File: config.mk
export PLATFORM = sky130hd
export DESIGN_NAME = rv_uart_tx
export DESIGN_NICKNAME = d
export VERILOG_FILES = /design/src/rtl/rv_uart_tx.sv
export SDC_FILE = /design/constraint.sdc
export NUM_CORES = 1
export LEC_CHECK = 0
export CAP_MARGIN = 20
export CELL_PAD_IN_SITES_DETAIL_PLACEMENT = 2
export CELL_PAD_IN_SITES_GLOBAL_PLACEMENT = 2
export CORE_ASPECT_RATIO = 0.75
export CORE_MARGIN = 2
export CORE_UTILIZATION = 40
export DETAILED_ROUTE_END_ITERATION = 8
export PLACE_DENSITY = 0.67
export SLEW_MARGIN = 0
export SYNTH_ARGS = -nofsm -noshare
export SYNTH_HDL_FRONTEND = slang
export SYNTH_SLANG_ARGS = --single-unit
File: constraint.sdc
create_clock -name clk -period 7.7 [get_ports clk]
set_input_delay 1.54 -clock clk [delete_from_list [all_inputs] [get_ports clk]]
set_output_delay 1.54 -clock clk [all_outputs]
set_load 0.01 [all_outputs]
File: src/rtl/rv_uart_tx.sv
// rv_uart_tx: 8-bit UART transmitter with a power-of-two transmit FIFO.
// Define RV_UART_TX_PARITY_EN to add an even-parity bit between data and stop.
`timescale 1ns/1ps
module rv_uart_tx #(
    parameter int CLOCK_FREQ = 100_000_000,
    parameter int BAUD_RATE  = 115_200,
    parameter int FIFO_DEPTH = 16
) (
    input  logic                          clk,
    input  logic                          rst_n,
    input  logic                          wr_valid,
    input  logic [7:0]                    wr_data,
    output logic                          wr_ready,
    output logic                          uart_tx,
    output logic                          busy,
    output logic [$clog2(FIFO_DEPTH):0]   fifo_count
);

    localparam int CLKS_PER_BIT = CLOCK_FREQ / BAUD_RATE;
    localparam int AW = $clog2(FIFO_DEPTH);
    localparam int CW = (CLKS_PER_BIT > 1) ? $clog2(CLKS_PER_BIT) : 1;
    localparam logic [CW-1:0] BAUD_LAST  = CW'(CLKS_PER_BIT - 1);
    localparam logic [CW-1:0] BAUD_ZERO  = CW'(0);
    localparam logic [AW:0]   FULL_COUNT = (AW+1)'(FIFO_DEPTH);
    localparam logic [AW:0]   ZERO_COUNT = (AW+1)'(0);

    typedef enum logic [2:0] {
        ST_IDLE   = 3'd0,
        ST_START  = 3'd1,
        ST_DATA   = 3'd2,
        ST_PARITY = 3'd3,
        ST_STOP   = 3'd4
    } state_t;

`ifdef RV_UART_TX_PARITY_EN
    function automatic logic even_parity(input logic [7:0] d);
        return ^d;
    endfunction
`endif

    logic [7:0]    r_mem [FIFO_DEPTH];
    logic [AW-1:0] r_wptr;
    logic [AW-1:0] r_rptr;
    logic [AW:0]   r_count;
    logic          r_rdy_en;

    state_t        r_state;
    logic [CW-1:0] r_baud;
    logic [2:0]    r_bit;
    logic [7:0]    r_shift;
    logic          r_tx;
`ifdef RV_UART_TX_PARITY_EN
    logic          r_par;
`endif

    logic          w_push;
    logic          w_pop;
    logic          w_not_empty;
    logic          w_baud_last;
    logic [7:0]    w_head;
    logic          w_tx_nxt;

    assign w_not_empty = (r_count != ZERO_COUNT);
    assign w_baud_last = (r_baud == BAUD_LAST);
    assign w_head      = r_mem[r_rptr];
    assign wr_ready    = r_rdy_en && (r_count != FULL_COUNT);
    assign w_push      = wr_valid && wr_ready;

    assign uart_tx     = r_tx;
    assign busy        = (r_state != ST_IDLE) || w_not_empty;
    assign fifo_count  = r_count;

    // Pop the head byte whenever the FSM is ready to start a new frame.
    always_comb begin
        w_pop = 1'b0;
        if (w_not_empty && ((r_state == ST_IDLE) || ((r_state == ST_STOP) && w_baud_last))) begin
            w_pop = 1'b1;
        end else begin
            w_pop = 1'b0;
        end
    end

    // Line level for the current state; registered one cycle later into r_tx.
    always_comb begin
        w_tx_nxt = 1'b1;
        case (r_state)
            ST_IDLE:   w_tx_nxt = 1'b1;
            ST_START:  w_tx_nxt = 1'b0;
            ST_DATA:   w_tx_nxt = r_shift[0];
`ifdef RV_UART_TX_PARITY_EN
            ST_PARITY: w_tx_nxt = r_par;
`endif
            ST_STOP:   w_tx_nxt = 1'b1;
            default:   w_tx_nxt = 1'b1;
        endcase
    end

    // FIFO storage; contents need no reset because the count gates every read.
    always_ff @(posedge clk) begin
        if (w_push) begin
            r_mem[r_wptr] <= wr_data;
        end
    end

    // FIFO pointers, occupancy and the post-reset ready enable.
    always_ff @(posedge clk or negedge rst_n) begin
        if (!rst_n) begin
            r_wptr   <= {AW{1'b0}};
            r_rptr   <= {AW{1'b0}};
            r_count  <= ZERO_COUNT;
            r_rdy_en <= 1'b0;
        end else begin
            r_rdy_en <= 1'b1;
            if (w_push) begin
                r_wptr <= r_wptr + AW'(1);
            end
            if (w_pop) begin
                r_rptr <= r_rptr + AW'(1);
            end
            case ({w_push, w_pop})
                2'b10:   r_count <= r_count + (AW+1)'(1);
                2'b01:   r_count <= r_count - (AW+1)'(1);
                default: r_count <= r_count;
            endcase
        end
    end

    // Frame sequencer: each state lasts CLKS_PER_BIT cycles, frames chain without gaps.
    always_ff @(posedge clk or negedge rst_n) begin
        if (!rst_n) begin
            r_state <= ST_IDLE;
            r_baud  <= BAUD_ZERO;
            r_bit   <= 3'd0;
            r_shift <= 8'h00;
            r_tx    <= 1'b1;
`ifdef RV_UART_TX_PARITY_EN
            r_par   <= 1'b0;
`endif
        end else begin
            r_tx <= w_tx_nxt;
            case (r_state)
                ST_IDLE: begin
                    if (w_pop) begin
                        r_state <= ST_START;
                        r_baud  <= BAUD_ZERO;
                        r_bit   <= 3'd0;
                        r_shift <= w_head;
`ifdef RV_UART_TX_PARITY_EN
                        r_par   <= even_parity(w_head);
`endif
                    end
                end
                ST_START: begin
                    if (w_baud_last) begin
                        r_baud  <= BAUD_ZERO;
                        r_state <= ST_DATA;
                    end else begin
                        r_baud <= r_baud + CW'(1);
                    end
                end
                ST_DATA: begin
                    if (w_baud_last) begin
                        r_baud  <= BAUD_ZERO;
                        r_shift <= {1'b0, r_shift[7:1]};
                        if (r_bit == 3'd7) begin
`ifdef RV_UART_TX_PARITY_EN
                            r_state <= ST_PARITY;
`else
                            r_state <= ST_STOP;
`endif
                        end else begin
                            r_bit <= r_bit + 3'd1;
                        end
                    end else begin
                        r_baud <= r_baud + CW'(1);
                    end
                end
`ifdef RV_UART_TX_PARITY_EN
                ST_PARITY: begin
                    if (w_baud_last) begin
                        r_baud  <= BAUD_ZERO;
                        r_state <= ST_STOP;
                    end else begin
                        r_baud <= r_baud + CW'(1);
                    end
                end
`endif
                ST_STOP: begin
                    if (w_baud_last) begin
                        r_baud <= BAUD_ZERO;
                        if (w_pop) begin
                            r_state <= ST_START;
                            r_bit   <= 3'd0;
                            r_shift <= w_head;
`ifdef RV_UART_TX_PARITY_EN
                            r_par   <= even_parity(w_head);
`endif
                        end else begin
                            r_state <= ST_IDLE;
                        end
                    end else begin
                        r_baud <= r_baud + CW'(1);
                    end
                end
                default: begin
                    r_state <= ST_IDLE;
                    r_baud  <= BAUD_ZERO;
                end
            endcase
        end
    end

endmodule
; Yosys cells after proc, flatten, opt, wreduce, memory -nomap -nowiden
; Memory sizes are Yosys's and may differ from the RTL's.
; Cells that the tools add are included.
[word_totals]
regBits = 39
mem_bits_rw = 128
in_bits = 11
wordCells = 69
memories = 1
[op_classes]
addsub = 6
n_eq_ne = 14
muxes = 24
reduce_logical = 15
[mem_list]
columns = name, words, width, read_ports, rd_clocked_by_memory_dff, wr, line
row1 = r_mem, 16, 8, 1, 0, 1, 41  ; logic [7:0] r_mem [FIFO_DEPTH];
[ops]
columns = operator, n
row1 = $mux 3, 9
row2 = $mux 8, 3
row3 = $pmux 8 s3, 1
row4 = $mux 10, 2
row5 = $pmux 10 s2, 1
row6 = $ne 2x2->1 const B, 6
row7 = $pmux 3 s4, 1
row8 = $add 10x1->10 const B, 1
row9 = $eq 10x10->1 const B, 1
row10 = $pmux 5 s2, 1
row11 = $pmux 3 s3, 1
row12 = $add 4x1->4 const B, 2
row13 = $eq 3x3->1 const B, 2
row14 = $reduce_bool 3->1, 2
row15 = $add 5x1->5 const B, 1
row16 = $ne 5x5->1 const B, 1
row17 = $reduce_and 5->1, 1
row18 = $reduce_bool 5->1, 1
row19 = $sub 5x1->5 const B, 1
row20 = $logic_and 1x1->1, 4
row21 = $mux 1, 4
row22 = $reduce_and 4->1, 1
row23 = $add 3x1->3 const B, 1
row24 = $eq 3x1->1 const B, 1
row25 = other kinds (9), 10

; Logic depth before layout (Yosys ltp)
[depth]
depth_word = 8
mapped_depth = 15

; Worst setup path after synthesis
; OpenSTA, ideal clock, no wires.
[synth_timing]
path_kind = input port to flip-flop
start = in wr_valid
end = reg r_count[4] (netlist: fifo_count[4])
setup_time_ns = 0.080
arrival_time_ns = 3.359
t_required_ns = 7.620
path_slack_ns = 4.261
cell_stages = 12
n_path_buf = 2
cell_sequence = and2_1 > clkbuf_1 > inv_1 > ha_1 > clkbuf_1 > xor2_1 > ha_1 > o21a_1 > o21ai_0 > nand3b_1 > a21oi_1 > xnor2_1
[synth_via]
elab_chain_cells = 3
elab_cells_between_ends = 5
cone_classes = eq/ne (2) / mux (1) / reduce/logical (2)
[synth_rtl]
columns = item, line
row1 = start: declaration, 11  ; input logic wr_valid,
row2 = $logic_and 1x1->1 *, 67  ; assign w_push = wr_valid && wr_ready;
row3 = $eq 2x1->1 / $eq 2x2->1 (equally long branches), 120  ; case ({w_push, w_pop})
row4 = $pmux 5 s2 / $reduce_bool 2->1 (equally long branches), --
row5 = end signal: assignment, 121  ; 2'b10: r_count <= r_count + (AW+1)'(1);
row6 = end signal: assignment, 122  ; 2'b01: r_count <= r_count - (AW+1)'(1);
row7 = end signal: assignment, 123  ; default: r_count <= r_count;
row8 = end: declaration, 44  ; logic [AW:0] r_count;
; Mark *: on every way between the ends. The rest lies on a longest branch, timed or not.
; A chain may end at the register's enable or synchronous reset.

; Worst setup path in the final report
[layout_timing]
start = reg r_count[1] (netlist: fifo_count[1])
end = out busy
[layout_via]
elab_chain_cells = 2
[layout_rtl]
columns = item, line
row1 = $reduce_bool 5->1, 63  ; assign w_not_empty = (r_count != ZERO_COUNT);
row2 = $logic_or 1x1->1, 70  ; assign busy = (r_state != ST_IDLE) || w_not_empty;
row3 = end: declaration, 15  ; output logic busy,
; No other way between the ends.

==> metrics.md <==
| Metric | Value |
|---|---|
| Status | `complete, no violations` |
| Place WS | `3.60 ns` |
| GRT overflow | `0` |
| Post-synthesis cell type with the largest combined area | `edfxtp_1` |
| Later-pin clock latency in the skew report | `0.44 ns` |
| Setup Fix Bufs, Post-CTS | `0` |
| Antenna violations before repair | `0` |
| PnR worst setup slack | `3.52 ns` |
| Hold Path Class | `register to register` |
| CP Data Arrival Time | `2.64 ns` |
| Largest net degree at the start of global routing | `40` |
| Port bufs | `18` |
| #FFs+latches synth | `167` |
| CTS H-tree depth | `4` |
| Commonest cells in the netlist | `edfxtp_1 (128), dfrtp_1 (38), mux4_2 (32), and2_1 (18), a22oi_1 (17)` |
| Die height | `119 µm` |
| CTS tree | `yes` |
| Crit-path max cell delay | `0.67 ns` |
| Critical Path Sink Type | `output port` |
| Die W | `157 µm` |
| Period utilisation layout | `0.543` |
| Final min period | `4.18 ns` |
| Total GRT Usage | `0.199` |
| Critical Setup Path Class | `register to output port` |
| Final setup TNS | `0 ns` |
| Synthesized net count | `445` |
| Cells on Worst Hold Path | `1` |
| Cells after Synth | `422` |
| Sequential Power Share | `0.502` |
| Post-route cell area | `8060 µm²` |
| Hold_buf cts | `0` |
| RSZ-0062 raised after global routing | `no` |
| DRC violations left | `0` |
| Clk slew on worst S/H paths | `0.08 ns` |
| Antenna-violating nets left | `0` |
| Flop-to-flop setup slack | `4.10 ns` |
| Synth Warn # | `0` |
| Crit-path leading delay family | `simple AND/OR/NAND/NOR gates` |
| Layout area overhead | `14.2%` |
| Internal | `1.56 mW` |
| Vias in the first global route | `4286` |
| Worst EP required | `6.16 ns` |
| Max clock buf depth | `2` |
| Initial core utilization | `0.405` |
| Synth async-reset ratio | `0.234` |
| Routed wire length | `16.8 mm` |
| Layout cell share with drive strength beyond 1 | `0.185` |
| Comb pwr share | `0.100` |
| Vias per Instance | `5.47` |
| Sw Pwr | `604 µW` |
| HPWL Detailed | `10.9 mm` |
| WL/cell | `24.1 µm` |
| Clk sinks | `167` |
| Final Hold Fails | `0` |
| F_max | `239 MHz` |
| Die area | `18700 µm²` |
| Worst slew margin | `0.369` |
| Startpoint types | `register` |
| Clk pwr share | `0.398` |
| Slowest CP cell | `nor4_1` |
| Final count of negative-setup-slack endpoints | `0` |
| Hold wc startpoint | `r_shift[6]` |
| RD Place Congestion | `0.698` |
| Hold Path Sink | `r_shift[6]` |
| Share of the synthesized area in the top cell type | `0.544` |
| EDFF count, synth | `128` |
| Initial drt markers | `277` |
| Syn Area/Cell | `16.7 µm²` |
| DR pass1 iterations | `5` |
| Placed Area | `7460 µm²` |
| Nets@finish | `464` |
| Cell depth of the worst flop-to-flop path | `12` |
| First-pass GRT wire length | `26.5 mm` |
| Area contributors post-synth | `edfxtp_1 (54%), dfrtp_1 (13%), mux4_2 (10%), ha_1 (2.1%), a22oi_1 (1.8%)` |
| Synth Flop Type | `edfxtp_1` |
| Switching share of power | `0.279` |
| Clk_skew | `0.0189 ns` |
| CP bufs+invs | `1` |
| Post-Synthesis Cell Area | `7060 µm²` |
| CTS resizes | `0` |
| Worst R2R End | `fifo_count[4]` |
| Fin util | `0.462` |
| Max-cap viol count | `0` |
| CTS Root Cell | `clkbuf_16` |
| Boundary Pins | `19` |
| Power per Cell Area | `268 nW/µm²` |
| Post-synthesis sequential area ratio | `0.683` |
| Worst-Margin Slew | `0.947 ns` |
| Count leader, synth | `edfxtp_1` |
| # rows | `42` |
| Max Slew Vio Count | `0` |
| Core area | `17400 µm²` |
| CP cell instances | `nor4_1 -> nand3_1 -> clkdlybuf4s50_1` |
| Via count | `3805` |
| CTS Buf Count | `17` |
| CP Max Fanout | `10` |
| Worst vdd ir | `0.127 mV` |
| Ant. Diodes | `0` |
| FILL cells | `1653` |
| Leakage | `2.74 nW` |
| R2R Path Start | `r_baud[0]` |
| Distinct cells, synth | `57` |
-- state kept, by name, summed over array words and instances, names as in the netlist --
name	cells
fifo_count	5
r_baud	10
r_bit	3
r_mem	128
r_rdy_en	1
r_rptr	4
r_shift	8
r_state	3
r_wptr	4
uart_tx	1
-- routing by layer --
| layer | global-route usage | wire (µm) | part of all wire |
|---|---|---|---|
| met1 | 0.287 | 7960 | 0.47 |
| met2 | 0.298 | 7880 | 0.47 |
| met3 | 0.0517 | 714 | 0.043 |
| met5 | 0 | 0 | 0 |
| met4 | 0.0636 | 235 | 0.014 |
-- through the flow --
stage | power, mW | hold slack (ns) | instances
2_1_floorplan | 1.21 | 0.471 | 422
3_3_place_gp | 1.30 | 0.493 | 663
3_5_place_dp | 1.32 | 0.504 | 664
4_1_cts | 2.19 | 0.521 | 696
5_1_grt | 2.25 | 0.542 | 696
6_report | 2.16 | 0.517 | 696
-- cells by family (layout without fill, tap and decap cells) --
group                    Yosys count  in the layout  synth area share
adder cells (fa/ha/maj)           12             12            0.0213
flip-flops                       167            167             0.683
AO/OA/AOI/OAI                     66             66            0.0700
AND/OR/NAND/NOR                   86             86            0.0702
buffers and inverters             32             64            0.0199
XOR/XNOR                          23             23            0.0285
other                              1              1          0.000531
multiplexers                      35             35             0.107
-- final cells by class --
class | count | area [µm²] | area share
inverters | 11 | 41.3 | 0.00512
well taps | 242 | 303 | 0.0376
clock inverters | 15 | 175 | 0.0217
clock buffers | 17 | 425 | 0.0528
repair buffers | 21 | 198 | 0.0245
flip-flops and latches | 167 | 4820 | 0.598
multi-input cells | 223 | 2100 | 0.260
-- power groups by stage --
stage	Combinational (mW)	Sequential [mW]	Clock (mW)
2_1_floorplan	0.126	1.08	0
3_3_place_gp	0.205	1.10	0
3_5_place_dp	0.215	1.10	0
4_1_cts	0.221	1.08	0.882
5_1_grt	0.240	1.09	0.914
6_report	0.217	1.08	0.861
-- placed cells by master, fill, tap and decap left out, types with 7 or more instances in the layout --
cell,synthesis,routed
a21oi_1,12,12
ha_1,12,12
and2_1,18,18
edfxtp_1,128,128
inv_1,11,11
nor2_1,16,16
o22a_1,7,7
o21ai_0,8,8
nand2_1,13,13
clkdlybuf4s50_1,0,17
a211o_1,7,7
xnor2_1,11,11
dfrtp_1,38,37
nor3_1,7,7
mux4_2,32,32
a22oi_1,17,17
clkbuf_16,0,17
xor2_1,12,12
-- how the worst max path moves through the flow --
stage                  startpoint             to  slack, ns  cells after the start
floorplan                wr_valid  fifo_count[4]       4.26                     12
global placement         wr_valid  fifo_count[4]       3.80                     11
detailed placement       wr_valid  fifo_count[4]       3.60                     11
CTS                 fifo_count[1]           busy       3.57                      3
global route        fifo_count[1]           busy       3.37                      3
finish              fifo_count[1]           busy       3.52                      3
Power figures use the tool's default switching activity.
